## src/rtl/gecis_pkg.sv

```systemverilog
// Shared state encodings and constants for the access-gate controller.
package gecis_pkg;

  typedef enum logic [2:0] {
    BOS   = 3'd0,
    SORGU = 3'd1,
    BEKLE = 3'd2,
    ACIK  = 3'd3,
    RED   = 3'd4,
    KILIT = 3'd5
  } durum_t;

  localparam int BEKLE_SINIR = 4;
  localparam int GECIS_W     = 8;

endpackage

```

## src/rtl/gecis_kontrol_sure_sayaci.sv

```systemverilog
// Loadable down-counter; sifir_o flags that the loaded duration has elapsed.
module sure_sayaci #(
  parameter int W = 16
) (
  input  logic         saat,
  input  logic         reset,
  input  logic         yukle_i,
  input  logic [W-1:0] deger_i,
  output logic         sifir_o
);

  logic [W-1:0] sayac_q, sayac_d;

  always_comb begin
    sayac_d = sayac_q;
    if (yukle_i) begin
      sayac_d = deger_i;
    end else if (sayac_q != '0) begin
      sayac_d = sayac_q - W'(1);
    end
  end

  always_ff @(posedge saat or posedge reset) begin
    if (reset) sayac_q <= '0;
    else       sayac_q <= sayac_d;
  end

  assign sifir_o = (sayac_q == '0);

endmodule

```

## src/rtl/gecis_kontrol.sv

```systemverilog
// Access-gate controller: card -> checker query -> open gate, alarm or timed lockout.
// GECIS_SAYAC_EN enables the saturating pass counter; otherwise gecis_sayisi is 0.
module gecis_kontrol
  import gecis_pkg::*;
#(
  parameter int BIT        = 6,
  parameter int ACIK_SURE  = 8,
  parameter int KILIT_SURE = 16,
  parameter int HATA_LIMIT = 3
) (
  input  logic               saat,
  input  logic               reset,
  input  logic               kart_gecerli,
  input  logic [BIT-1:0]     kart_no,
  input  logic               kart_uyruk,
  output logic               hazir,
  output logic               basla,
  output logic [BIT-1:0]     kimlik_no,
  output logic               uyruk,
  input  logic               gecerli,
  input  logic               bitti,
  output logic               kapi_ac,
  output logic               alarm,
  output logic               kilitli,
  output logic [GECIS_W-1:0] gecis_sayisi
);

  localparam int SURE_MAX0 = (ACIK_SURE > KILIT_SURE) ? ACIK_SURE : KILIT_SURE;
  localparam int SURE_MAX  = (SURE_MAX0 > BEKLE_SINIR) ? SURE_MAX0 : BEKLE_SINIR;
  localparam int SW        = $clog2(SURE_MAX + 1);
  localparam int HW        = $clog2(HATA_LIMIT + 1);

  durum_t         durum_q, durum_d;
  logic [HW-1:0]  hata_q, hata_d, hata_art;
  logic [BIT-1:0] kimlik_q, kimlik_d;
  logic           uyruk_q, uyruk_d;
  logic           sure_yukle, sure_sifir, red_et;
  logic [SW-1:0]  sure_deger;

  assign hata_art = hata_q + HW'(1);

  // Each timed state loads the shared counter with (duration-1) on entry.
  always_comb begin
    durum_d    = durum_q;
    hata_d     = hata_q;
    kimlik_d   = kimlik_q;
    uyruk_d    = uyruk_q;
    sure_yukle = 1'b0;
    sure_deger = '0;
    red_et     = 1'b0;
    case (durum_q)
      BOS: begin
        if (kart_gecerli) begin
          kimlik_d = kart_no;
          uyruk_d  = kart_uyruk;
          durum_d  = SORGU;
        end
      end
      SORGU: begin
        durum_d    = BEKLE;
        sure_yukle = 1'b1;
        sure_deger = SW'(BEKLE_SINIR - 1);
      end
      BEKLE: begin
        if (bitti) begin
          if (gecerli) begin
            durum_d    = ACIK;
            hata_d     = '0;
            sure_yukle = 1'b1;
            sure_deger = SW'(ACIK_SURE - 1);
          end else begin
            red_et = 1'b1;
          end
        end else if (sure_sifir) begin
          red_et = 1'b1;
        end
      end
      ACIK:    if (sure_sifir) durum_d = BOS;
      RED:     durum_d = BOS;
      KILIT:   if (sure_sifir) durum_d = BOS;
      default: durum_d = BOS;
    endcase

    if (red_et) begin
      if (hata_art == HW'(HATA_LIMIT)) begin
        durum_d    = KILIT;
        hata_d     = '0;
        sure_yukle = 1'b1;
        sure_deger = SW'(KILIT_SURE - 1);
      end else begin
        durum_d = RED;
        hata_d  = hata_art;
      end
    end
  end

  always_ff @(posedge saat or posedge reset) begin
    if (reset) begin
      durum_q  <= BOS;
      hata_q   <= '0;
      kimlik_q <= '0;
      uyruk_q  <= 1'b0;
    end else begin
      durum_q  <= durum_d;
      hata_q   <= hata_d;
      kimlik_q <= kimlik_d;
      uyruk_q  <= uyruk_d;
    end
  end

  sure_sayaci #(.W(SW)) u_sure (
    .saat    (saat),
    .reset   (reset),
    .yukle_i (sure_yukle),
    .deger_i (sure_deger),
    .sifir_o (sure_sifir)
  );

`ifdef GECIS_SAYAC_EN
  logic [GECIS_W-1:0] gecis_q;
  logic               gecti;

  assign gecti = (durum_q == BEKLE) & bitti & gecerli;

  always_ff @(posedge saat or posedge reset) begin
    if (reset)                       gecis_q <= '0;
    else if (gecti && gecis_q != '1) gecis_q <= gecis_q + GECIS_W'(1);
  end

  assign gecis_sayisi = gecis_q;
`else
  assign gecis_sayisi = '0;
`endif

  assign hazir     = (durum_q == BOS) & ~reset;
  assign basla     = (durum_q == SORGU);
  assign kapi_ac   = (durum_q == ACIK);
  assign alarm     = (durum_q == RED) | (durum_q == KILIT);
  assign kilitli   = (durum_q == KILIT);
  assign kimlik_no = kimlik_q;
  assign uyruk     = uyruk_q;

endmodule

```

## config.mk

```make
export PLATFORM = sky130hd
export DESIGN_NAME = gecis_kontrol
export DESIGN_NICKNAME = d
export VERILOG_FILES = /design/src/rtl/gecis_pkg.sv /design/src/rtl/gecis_kontrol_sure_sayaci.sv /design/src/rtl/gecis_kontrol.sv
export SDC_FILE = /design/constraint.sdc
export NUM_CORES = 1
export LEC_CHECK = 0
export BUFFER_PORTS_ARGS = -buffer_cell sky130_fd_sc_hd__buf_4
export CAP_MARGIN = 10
export CORE_MARGIN = 2
export CORE_UTILIZATION = 27
export CTS_BUF_LIST = sky130_fd_sc_hd__clkbuf_4
export CTS_CLUSTER_SIZE = 25
export DETAILED_ROUTE_END_ITERATION = 10
export HOLD_SLACK_MARGIN = 0.03
export PLACE_DENSITY = 0.58
export SYNTH_ARGS = -nofsm -noshare
export SYNTH_HDL_FRONTEND = slang
export SYNTH_SLANG_ARGS = --single-unit
```

## constraint.sdc

```tcl
create_clock -name saat -period 1.9 [get_ports saat]
set_input_delay 0.38 -clock saat [delete_from_list [all_inputs] [get_ports saat]]
set_output_delay 0.38 -clock saat [all_outputs]
set_load 0.01 [all_outputs]
```

# Word level (Yosys, flattened, before mapping)
# Index checks and enable logic that the tools add are counted.
# totals
reg_bits,17
output_inout_bits,20
# op_classes
addsub,2
reduce_logical,11
n_eq_ne,10
muxes,28
bitwise_logic,3
# op_table
operator,n
3-bit 2-to-1 mux,7
5-bit 2-to-1 mux,4
3-bit one-hot mux with 4 select lines,1
2-bit 2-to-1 mux,5
1-bit 2-to-1 mux,9
"3-bit inequality test, second input constant",3
2-bit nonzero test,4
"3-bit by 2-bit == test with 1-bit output, second input constant",2
"3-bit == test, second input constant",2
3-bit one-hot mux with 2 select lines,1
5-bit zero test,1
5-bit nonzero test,1
"5-bit by 1-bit subtractor with 5-bit output, second input constant",1
4-bit AND reduction,1
"3-bit by 1-bit == test with 1-bit output, second input constant",1
3-bit zero test,1
"3-bit by 1-bit inequality test with 1-bit output, second input constant",1
3-bit AND reduction,1
"2-bit by 1-bit adder with 2-bit output, second input constant",1
"2-bit == test, second input constant",1
1-bit one-hot mux with 2 select lines,1
2-bit AND reduction,1
2-bit OR reduction,1
1-bit bitwise AND,1
2 further kinds,2

# Logic depth before layout (Yosys ltp)
# Gate-level depths: netlist of the first run.
# logic_depth
word_depth,6
mapped_depth,6

# Modules after synthesis
# A second synthesis of the first run with hierarchy kept.
# unflattened
hier_cells,100
area_unflattened_um2,1008.5
# by_module_without_submodules
mod,seq_area_each_um2,cells_per_inst,area_per_inst_um2,instances
gecis_kontrol,300.3,72,725.7,1
sure_sayaci,125.1,28,282.8,1

# Worst setup path before layout of the first run
# No wires, ideal clock.
# synth_timing
kind,reg-to-reg
from,reg u_sure.sayac_q[0]
to,reg u_sure.sayac_q[4]
path_stages_with_launch,7
required_ps,1780
arrival_time_ps,1570
path_slack_ps,209
period_less_slack_ps,1691
setup_time_ps,120
path_buffers,0
path_cell_list,dfrtp_1 > inv_1 > ha_1 > or4b_4 > nor2_1 > o21ai_1 > and4_1
# synth_between
elab_chain_len,6
# synth_lines
item,line_no,source
"start, declared",gecis_kontrol_sure_sayaci.sv:12,"logic [W-1:0] sayac_q, sayac_d;"
"start signal, assigned",gecis_kontrol_sure_sayaci.sv:25,else sayac_q <= sayac_d;
5-bit zero test,gecis_kontrol_sure_sayaci.sv:28,assign sifir_o = (sayac_q == '0);
1-bit 2-to-1 mux,gecis_kontrol.sv:74,end else if (sure_sifir) begin
1-bit 2-to-1 mux,gecis_kontrol.sv:65,if (bitti) begin
1-bit 2-to-1 mux,gecis_kontrol.sv:51,case (durum_q)
5-bit 2-to-1 mux or 1-bit 2-to-1 mux (tied branches),gecis_kontrol.sv:84,if (red_et) begin
5-bit 2-to-1 mux or 2-bit nonzero test (tied branches),--,
# Parallel ways exist; a longest one is shown, timed or not. The select of a mux whose other input is x is not followed.
# A chain may end at the register's enable or synchronous reset.

# Worst setup path after layout of the first run
# layout_timing
from,reg u_sure.sayac_q[0]
to,reg hata_q[0]
# layout_between
elab_chain_len,6
# layout_lines
item,line_no,source
5-bit zero test (*),gecis_kontrol_sure_sayaci.sv:28,
1-bit 2-to-1 mux (*),gecis_kontrol.sv:74,
1-bit 2-to-1 mux (*),gecis_kontrol.sv:65,
1-bit 2-to-1 mux (*),gecis_kontrol.sv:51,
2-bit nonzero test (no line),--,
3-bit AND reduction (no line),--,
"end signal, assigned",gecis_kontrol.sv:105,hata_q <= hata_d;
"end, declared",gecis_kontrol.sv:34,"logic [HW-1:0] hata_q, hata_d, hata_art;"
# Mark *: on every way between the ends. The rest lies on a longest branch, timed or not.

==> qor.yml, run 1 <==
synthCells: 91
worstReg2RegEnd: "hata_q[0]$_DFFE_PP0P_"
crit_arrival_ps: 2010
grt_pass1_vias: 658
ys_async_sr_fraction_pct: 100
grt_usage_pct: 9.07
diodes: 0
period_minus_slack_ps: 1810
cellInternalPower_mw: 1.09
power_frac_comb_pct: 48.5
yosys_warnings: 0
tightestPinTransition_ps: 631
fin_setup_tns_ps: 0
ant_nets: 0
dieArea_um2: 4060
rsz0062_at_grt: "no"
num_vias: 712
switching_share_pct: 37.6
worstSetupStartpointType: "flop"
timing.final.crit_share_pct: 95.4
crit_type: "flop to flop"
endpoint_kind: "flop"
avgRoutedWirePerCell_um: 11.1
clock_path_buffers: 2
cts.sinks: 17
finalNetCount: 129
avgSynthCellArea_um2: 10.6
n_fill_cell: 340
dpl.hpwl_um: 1400
cts_root_buf: "clkbuf_4"
final_hold_viol_count: 0
core_area_um2: 3390
place_area_um2: 1150
p_sw_mw: 0.658
cts_buffers: 3
synth_area_leaders: "dfrtp_1 (44%), mux2_2 (8.2%), buf_4 (6.2%), nand2_1 (2.7%), xnor2_1 (2.7%)"
drtIter0Drc: 6
worstHoldPathType: "primary input to async pin"
total_leakage_power_nw: 0.548
drc: 0
layout-drive-gt1-share_pct: 37.4
grt_overflow: 0
rows: 21
place.gp.congestion: 0.803
max_freq_mhz: 552
power_frac_seq_pct: 40.0
required_ps: 2100
ys_ff_latch: 17
yosysSeqAreaShare_pct: 44.2
final_common_cell: "buf_4"
vias_per_cell: 4.42
area_growth_pct: 23.1
crit_path_max_fanout: 5
fp.dieH_um: 63.7
powerDensity_nw_per_um2: 1470
cts_tree: "done"
htree_levels: 1
cap_violations: 0
pwr-share-clk_pct: 11.5
clk_latency_ps: 280
final_area_um2: 1190
yosys_most_used_dff: "dfrtp_1"
reg2regPathDepth: 6
layout_common_cells: "buf_4 (24), dfrtp_1 (17), conb_1 (8)"
ff2ff_setup_slack_ps: 90
yosysTopAreaCellShare_pct: 44.2
antenna_found_initial: 0
finalSetupViolations: 0
crit_start: "u_sure.sayac_q[0]$_DFFE_PP0P_"
slew_viol_final: 0
reg2reg_from: "u_sure.sayac_q[0]$_DFFE_PP0P_"
vdd_ir_drop_max_uv: 575
syn_area_um2: 963
synth_edf_count: 0
drt-total-wl_um: 1790
clk_pin_slew_ps: 100
drt_pass1_iterations: 4
port_buffers: 23
die_w_um: 63.7
synth_cell_types: 35
status: "completed"
max_slew_margin_pct: 57.9
yosys.area.top_type: "dfrtp_1"
grt_pass1_wl_um: 2900
fin_worst_skew_ps: 6.82
grt_max_degree: 18
start_util_pct: 28.4
pin_count: 32
[sequential cells by signal, summed over array words and instances (netlist names)]
register        flops
hata_q              2
uyruk               1
u_sure.sayac_q      5
kimlik_no           6
durum_q             3
[layer usage]
| metal | GRT usage [%] | vias up | routed length [um] |
|---|---|---|---|
| li1 | - | 352 | - |
| met1 | 11.8 | 335 | 819 |
| met2 | 13.6 | 23 | 827 |
| met3 | 2.82 | 2 | 123 |
| met4 | 4.62 | 0 | 15 |
| met5 | 0 | - | 0 |
[power by group through the flow]
stage               Clock [mW]  Sequential (mW)  Combinational [mW]
finish                   0.201            0.699               0.848
global route             0.230            0.728               0.927
CTS                      0.212            0.700               0.856
detailed placement           0            0.702               0.855
global placement             0            0.695               0.846
floorplan                    0            0.657               0.612
[cell usage after synthesis, types with 2 or more instances]
| cell | n |
|---|---|
| buf_4 | 8 |
| buf_2 | 2 |
| nor2_1 | 4 |
| nand2_1 | 7 |
| and2_1 | 2 |
| mux2_2 | 7 |
| dfrtp_1 | 17 |
| inv_1 | 5 |
| nand3_1 | 5 |
| nand2b_1 | 3 |
| o21ai_0 | 4 |
| xnor2_1 | 3 |
| nor2b_1 | 2 |
[through the flow]
stage	utilization (%)	setup slack [ps]	hold slack [ps]	power [mW]	instances
4_1_cts	34.9	68.2	200	1.77	161
6_report	35.0	88.2	179	1.75	161
5_1_grt	35.0	19.1	225	1.88	161
2_1_floorplan	-	209	306	1.27	98
3_3_place_gp	34.0	150	483	1.54	157
3_5_place_dp	34.0	87.2	495	1.56	157
[area by class of cell]
cell class	count	area, um2	area share, %
tap	46	57.6	4.85
timing repair buffer	24	180	15.2
inverter	5	18.8	1.58
multi-input combinational	65	474	40.0
sequential	17	425	35.9
clock buffer	4	30.0	2.53
[critical path, stage by stage, from the launching register on]
cell and delay [ps]:
dfrtp_1 390, inv_1 100, ha_2 210, or4b_4 510
mux2i_4 210, nand2_2 100, o31ai_2 210
[repair_timing]
action,in CTS,in global routing
resized for setup,0,1
buffers inserted,0,0
hold buffers,0,0
setup endpoints to repair,0,1
[cell families (layout without fill, tap and decap cells)]
kind of cell	Yosys count	after routing	share of synthesized area [%]
AND/OR/NAND/NOR	32	32	21.3
flip-flops	17	17	44.2
buffers and inverters	16	33	9.61
AO/OA/AOI/OAI	13	13	10.0
multiplexers	8	8	10.5
XOR/XNOR	3	3	2.73
adder cells (fa/ha/maj)	1	1	1.30
other	1	8	0.389
[worst max path at each step]
stage	endpoint	slack, ps	cells after the start
2_1_floorplan	u_sure.sayac_q[4]$_DFFE_PP0P_	210	6
3_3_place_gp	durum_q[1]$_DFFE_PP0P_	150	6
3_5_place_dp	hata_q[0]$_DFFE_PP0P_	90	6
4_1_cts	hata_q[0]$_DFFE_PP0P_	70	6
5_1_grt	hata_q[0]$_DFFE_PP0P_	20	6
6_report	hata_q[0]$_DFFE_PP0P_	90	6
Note: power is estimated with default switching activity, not from simulation.
==> run 2, diff against run 1 <==
--- a/config.mk
+++ b/config.mk
@@ -16,4 +16,5 @@
 export PLACE_DENSITY = 0.58
 export SYNTH_ARGS = -nofsm -noshare
 export SYNTH_HDL_FRONTEND = slang
+export SYNTH_HIERARCHICAL = 1
 export SYNTH_SLANG_ARGS = --single-unit
==> qor.yml, run 2 <==
status: "completed"
place.gp.congestion: 0.769
num_vias: 780
dieArea_um2: 4240
post-synth-top-count-cell: "dfrtp_1"
synth_edf_count: 0
drtIter0Drc: 21
max_freq_mhz: 561
finalSetupViolations: 0
grt_pass1_wl_um: 3400
avgRoutedWirePerCell_um: 11.6
holdWs_ps: 313
cts_setup_buffers: 0
layout-drive-gt1-share_pct: 38.5
fin_util_pct: 36.0
start_util_pct: 27.8
crit_path_max_incr_delay_ps: 390
cts_tree: "done"
clk_latency_ps: 290
port_buffers: 23
powerDensity_nw_per_um2: 1590
vias_per_cell: 4.38
worstSetupStartpointType: "flop"
wl_met1_um: 1010
timing.critical_path.buf_inv: 2
drt-total-wl_um: 2060
grt_max_degree: 13
cp_top_family: "simple AND/OR/NAND/NOR gates"
multiInputGateArea_um2: 554
timing.final.crit_share_pct: 93.8
finalNetCount: 144
cellInternalPower_mw: 1.25
total_leakage_power_nw: 0.585
avgSynthCellArea_um2: 10.1
clk_pin_slew_ps: 100
crit_path_top_delay_cell: "dfrtp_1"
yosysTopAreaCellShare_pct: 42.2
yosysSeqAreaShare_pct: 42.2
final_common_cell: "buf_4"
wl_met3_um: 120
endpoint_kind: "output port"
drc: 0
ant_nets: 0
power_frac_comb_pct: 58.9
largest_reg_flops: 6
route.met2.wl_um: 929
switching_share_pct: 39.9
crit_arrival_ps: 1400
clock_path_buffers: 2
worstHoldPathType: "primary input to flop"
drt_pass1_iterations: 4
dpl.hpwl_um: 1550
ys_ff_latch: 17
fin_setup_tns_ps: 0
final_hold_viol_count: 0
yosys.area.top_type: "dfrtp_1"
power_mw: 2.08
required_ps: 1520
crit_chain: "buf_4 -> nor2b_1 -> nor2b_1 -> buf_4"
synth_cell_types: 33
power_frac_seq_pct: 31.9
synthCells: 100
cap_violations: 0
grt_usage_pct: 10.2
vdd_ir_drop_max_uv: 654
crit_path_max_fanout: 11
crit_type: "flop to output port"
dp.cells: 172
synthTopCellsByCount: "dfrtp_1 (17), nand2_1 (11), buf_4 (9), mux2_2 (8)"
core_area_um2: 3630
fin_worst_skew_ps: 7.66
highest_layer: "met3"
cts_buffers: 3
yosys_warnings: 6
htree_levels: 1
slew_viol_final: 0
rows: 22
pwr-share-clk_pct: 9.3
fp.dieH_um: 65.1
die_w_um: 65.1
grt_pass1_vias: 758
area_growth_pct: 29.5
syn_area_um2: 1010
p_sw_mw: 0.830
cts_root_buf: "clkbuf_4"
period_minus_slack_ps: 1780
rsz0062_at_grt: "no"
n_fill_cell: 385
grt_overflow: 0
antenna_found_initial: 0
ys_async_sr_fraction_pct: 100
ff_latch_area_um2: 425
diodes: 0
layout_common_cells: "buf_4 (28), dfrtp_1 (17), nand2_1 (11)"
pin_count: 32
final_cells: 178
yosys_most_used_dff: "dfrtp_1"
cts.sinks: 17
synth_area_leaders: "dfrtp_1 (42%), mux2_2 (8.9%), buf_4 (6.7%), nor4b_4 (4.7%), nand2_1 (4.1%)"
==> run 2: cell count changes in the layout (fill, tap and decap cells not counted), moves of 3 or more <==
| cell | change |
|---|---|
| nand3_1 | -5 |
| nor2b_1 | +3 |
| nand2_1 | +4 |
| buf_4 | +4 |
==> run 2: worst paths after layout <==
kind	cells past startpoint	end	slack, ps	startpoint
setup / recovery	4	basla	120	durum_q[1]$_DFFE_PP0P_
hold / removal	2	kimlik_no[4]$_DFFE_PP0P_	310	kart_no[4]
setup reg to reg	8	u_sure/sayac_q[1]$_DFFE_PP0P_	160	u_sure/sayac_q[1]$_DFFE_PP0P_
min in group asynchronous	3	u_sure/sayac_q[3]$_DFFE_PP0P_	550	reset
hold reg to reg	1	kimlik_no[4]$_DFFE_PP0P_	520	kimlik_no[4]$_DFFE_PP0P_
max in group asynchronous	3	uyruk$_DFFE_PP0P_	920	reset
==> run 2: worst reg2reg max path: cells and delay by family (launching register included) <==
kind	cells	cell delay, ps
AO/OA/AOI/OAI	3	620
AND/OR/NAND/NOR	3	420
buffers and inverters	1	90
adder cells (fa/ha/maj)	1	150
flip-flops	1	400
==> run 2: stage by stage <==
step	setup slack (ps)	cell area (um2)
finish	119	1310
global route	8.79	1310
CTS	28.5	1280
detailed placement	49.1	1240
global placement	127	1240
floorplan	-9.28	1070
==> run 2: repair_timing <==
item	CTS	global route
endpoints found under the setup margin	0	5
gates resized for setup	0	2
hold buffers	1	0
endpoints found under the hold margin	5	0
==> run 2: logic make-up after synthesis <==
kind of cell               Yosys count  synth area share [%]
and+or+nand+nor                     33                  21.5
other                                1                 0.372
muxes                                8                  8.93
AOI/OAI and AO/OA                   20                  12.8
xor gates and xnor gates             3                  2.61
adders and majority gates            1                  1.24
buffers and inverters               17                  10.4
DFF                                 17                  42.2
==> run 2: layout make-up <==
class	instances	share of cell area, %
Multi-Input combinational cell	75	42.4
Sequential cell	17	32.6
Timing Repair Buffer	29	16.9
Tap cell	48	4.60
Clock buffer	3	1.72
Inverter	5	1.44
Clock inverter	1	0.383
==> run 2: routing by layer <==
layer,GRT usage [%],vias to the layer above
met1,14.2,362
met5,0,-
met4,3.13,0
li1,-,388
met2,15.5,30
met3,2.57,0
==> run 2: power by group through the flow <==
stage	Combinational [mW]	Sequential, mW	Clock [mW]
3_3_place_gp	1.14	0.665	0
4_1_cts	1.16	0.667	0.209
2_1_floorplan	0.809	0.699	0
3_5_place_dp	1.16	0.675	0
6_report	1.22	0.663	0.193
5_1_grt	1.34	0.696	0.231
==> run 3, diff against run 2 <==
--- a/config.mk
+++ b/config.mk
@@ -5,6 +5,7 @@
 export SDC_FILE = /design/constraint.sdc
 export NUM_CORES = 1
 export LEC_CHECK = 0
+export ABC_AREA = 1
 export BUFFER_PORTS_ARGS = -buffer_cell sky130_fd_sc_hd__buf_4
 export CAP_MARGIN = 10
 export CORE_MARGIN = 2
==> qor.yml, run 3 <==
status: "completed"
synthCells: 140
drt_pass1_iterations: 4
required_ps: 2090
area_growth_pct: 27.2
power_mw: 1.94
fin_worst_skew_ps: 4.23
finalNetCount: 184
vias_per_cell: 3.96
layout_common_cells: "nand2_1 (46), buf_4 (26), dfrtp_1 (17)"
crit_arrival_ps: 1900
grt_pass1_vias: 843
holdCritStartpoint: "kart_no[0]"
timing.final.crit_share_pct: 89.8
dpl.hpwl_um: 1600
yosys.area.top_type: "dfrtp_1"
layout-drive-gt1-share_pct: 28.8
cts_tree: "done"
cts.sinks: 17
largest_reg_flops: 6
crit_path_max_fanout: 10
crit_chain: "inv_1 -> ha_1 -> nand3_1 -> inv_1 -> nor2_2 -> nor2_2 -> nand3_2 -> nand2_4 -> inv_2 -> nand2_1 -> inv_1 -> nand2_1 -> nand2_1"
synth_edf_count: 0
drt-total-wl_um: 1960
core_area_um2: 3630
final_common_cell: "nand2_1"
start_util_pct: 27.8
final_hold_viol_count: 0
clk_latency_ps: 290
ant_nets: 0
die_w_um: 65.2
endpoint_kind: "flop"
drc: 0
synth_cell_types: 21
num_vias: 863
powerDensity_nw_per_um2: 1510
syn_area_um2: 1010
grt_usage_pct: 10.3
crit_path_max_incr_delay_ps: 390
htree_levels: 1
cts_root_buf: "clkbuf_4"
power_frac_comb_pct: 56.3
p_sw_mw: 0.880
vdd_ir_drop_max_uv: 286
synthTopCellsByCount: "nand2_1 (47), dfrtp_1 (17), inv_1 (16), nand3_1 (11), nor2_1 (11)"
clock_path_buffers: 2
port_buffers: 23
fin_setup_tns_ps: 0
crit_start: "u_sure/sayac_q[0]$_DFFE_PP0P_"
cts_buffers: 3
ys_async_sr_fraction_pct: 100
grt_max_degree: 13
yosys_most_used_dff: "dfrtp_1"
worstHoldPathType: "primary input to flop"
crit_type: "flop to flop"
dieArea_um2: 4250
avgSynthCellArea_um2: 7.22
fp.dieH_um: 65.2
cts_setup_buffers: 0
period_minus_slack_ps: 1710
yosysTopAreaCellShare_pct: 42.1
ys_ff_latch: 17
place.gp.congestion: 0.741
grt_pass1_wl_um: 3440
grt_overflow: 0
switching_share_pct: 45.5
synth_area_leaders: "dfrtp_1 (42%), nand2_1 (17%), buf_4 (5.9%), inv_1 (5.9%), nand3_1 (5.4%)"
pin_count: 32
rows: 22
pwr-share-clk_pct: 10.2
antenna_found_initial: 0
slew_viol_final: 0
fin_util_pct: 35.4
avgRoutedWirePerCell_um: 9.01
yosys_warnings: 6
cellInternalPower_mw: 1.06
diodes: 0
worstSetupStartpointType: "flop"
crit_path_top_delay_cell: "dfrtp_1"
finalSetupViolations: 0
yosysSeqAreaShare_pct: 42.1
max_freq_mhz: 586
clk_pin_slew_ps: 100
reg2reg_from: "u_sure/sayac_q[0]$_DFFE_PP0P_"
post-synth-top-count-cell: "nand2_1"
total_leakage_power_nw: 0.743
cap_violations: 0
power_frac_seq_pct: 33.5
drtIter0Drc: 18
## run 3: worst max-delay path: cells and delay by family (launching register included)
| family | cells | cell delay [ps] |
|---|---|---|
| DFF | 1 | 390 |
| buffers and inverters | 4 | 320 |
| and+or+nand+nor | 8 | 740 |
| adders and majority gates | 1 | 180 |
## run 3: path summary, 6_finish.rpt
path,depth (start not counted),slack [ps],to
min in group asynchronous,3,550,u_sure/sayac_q[2]$_DFFE_PP0P_
worst max register to register,13,190,u_sure/sayac_q[3]$_DFFE_PP0P_
worst max-delay path,13,190,u_sure/sayac_q[3]$_DFFE_PP0P_
worst min register to register,2,480,kimlik_no[5]$_DFFE_PP0P_
worst min-delay path,3,310,kimlik_no[0]$_DFFE_PP0P_
max in group asynchronous,3,930,hata_q[0]$_DFFE_PP0P_
## run 3: cell type report
type | instances | area [um2]
Clock buffer | 3 | 22.5
Clock inverter | 1 | 5.00
Fill cell | 400 | 2350
Inverter | 20 | 77.6
Multi-Input combinational cell | 102 | 490
Sequential cell | 17 | 425
Tap cell | 48 | 60.1
Timing Repair Buffer | 27 | 205
## run 3: metal layers
layer	up-vias	track usage [%]	wire, um
met4	0	5.47	42
li1	469	-	-
met2	14	18.1	957
met5	-	0	0
met3	4	0.514	33
met1	376	12.6	930
## run 3: power by group through the flow
stage                     Sequential (mW)  Clock, mW  Combinational (mW)
after floorplan                     0.670          0               0.725
after global placement              0.654          0                1.08
after detailed placement            0.656          0                1.07
after CTS                           0.648      0.208                1.08
after global routing                0.673      0.216                1.25
final                               0.649      0.197                1.09
## run 3: timing repair
action,CTS,global route
hold buffers,1,0
resized for setup,0,5
endpoints found under the hold margin,5,0
setup endpoints to repair,0,5
## run 3: through the flow
step	setup WS [ps]	cells	area (um2)	hold slack, ps
floorplan	86.6	148	1040	159
detailed placement	38.8	213	1230	319
CTS	21.1	218	1270	303
global route	-0.654	218	1290	302
global placement	59.1	213	1230	319
finish	194	218	1290	311
## run 3: kinds of logic (layout without fill, tap and decap cells)
logic type | Yosys count | count (layout) | synth area share [%]
buf+inv | 29 | 51 | 14.1
fa+ha+maj | 1 | 1 | 1.24
compound gates | 10 | 10 | 4.95
other cells | 1 | 9 | 0.371
xor+xnor | 1 | 1 | 0.866
simple gates | 81 | 81 | 36.4
flops | 17 | 17 | 42.1
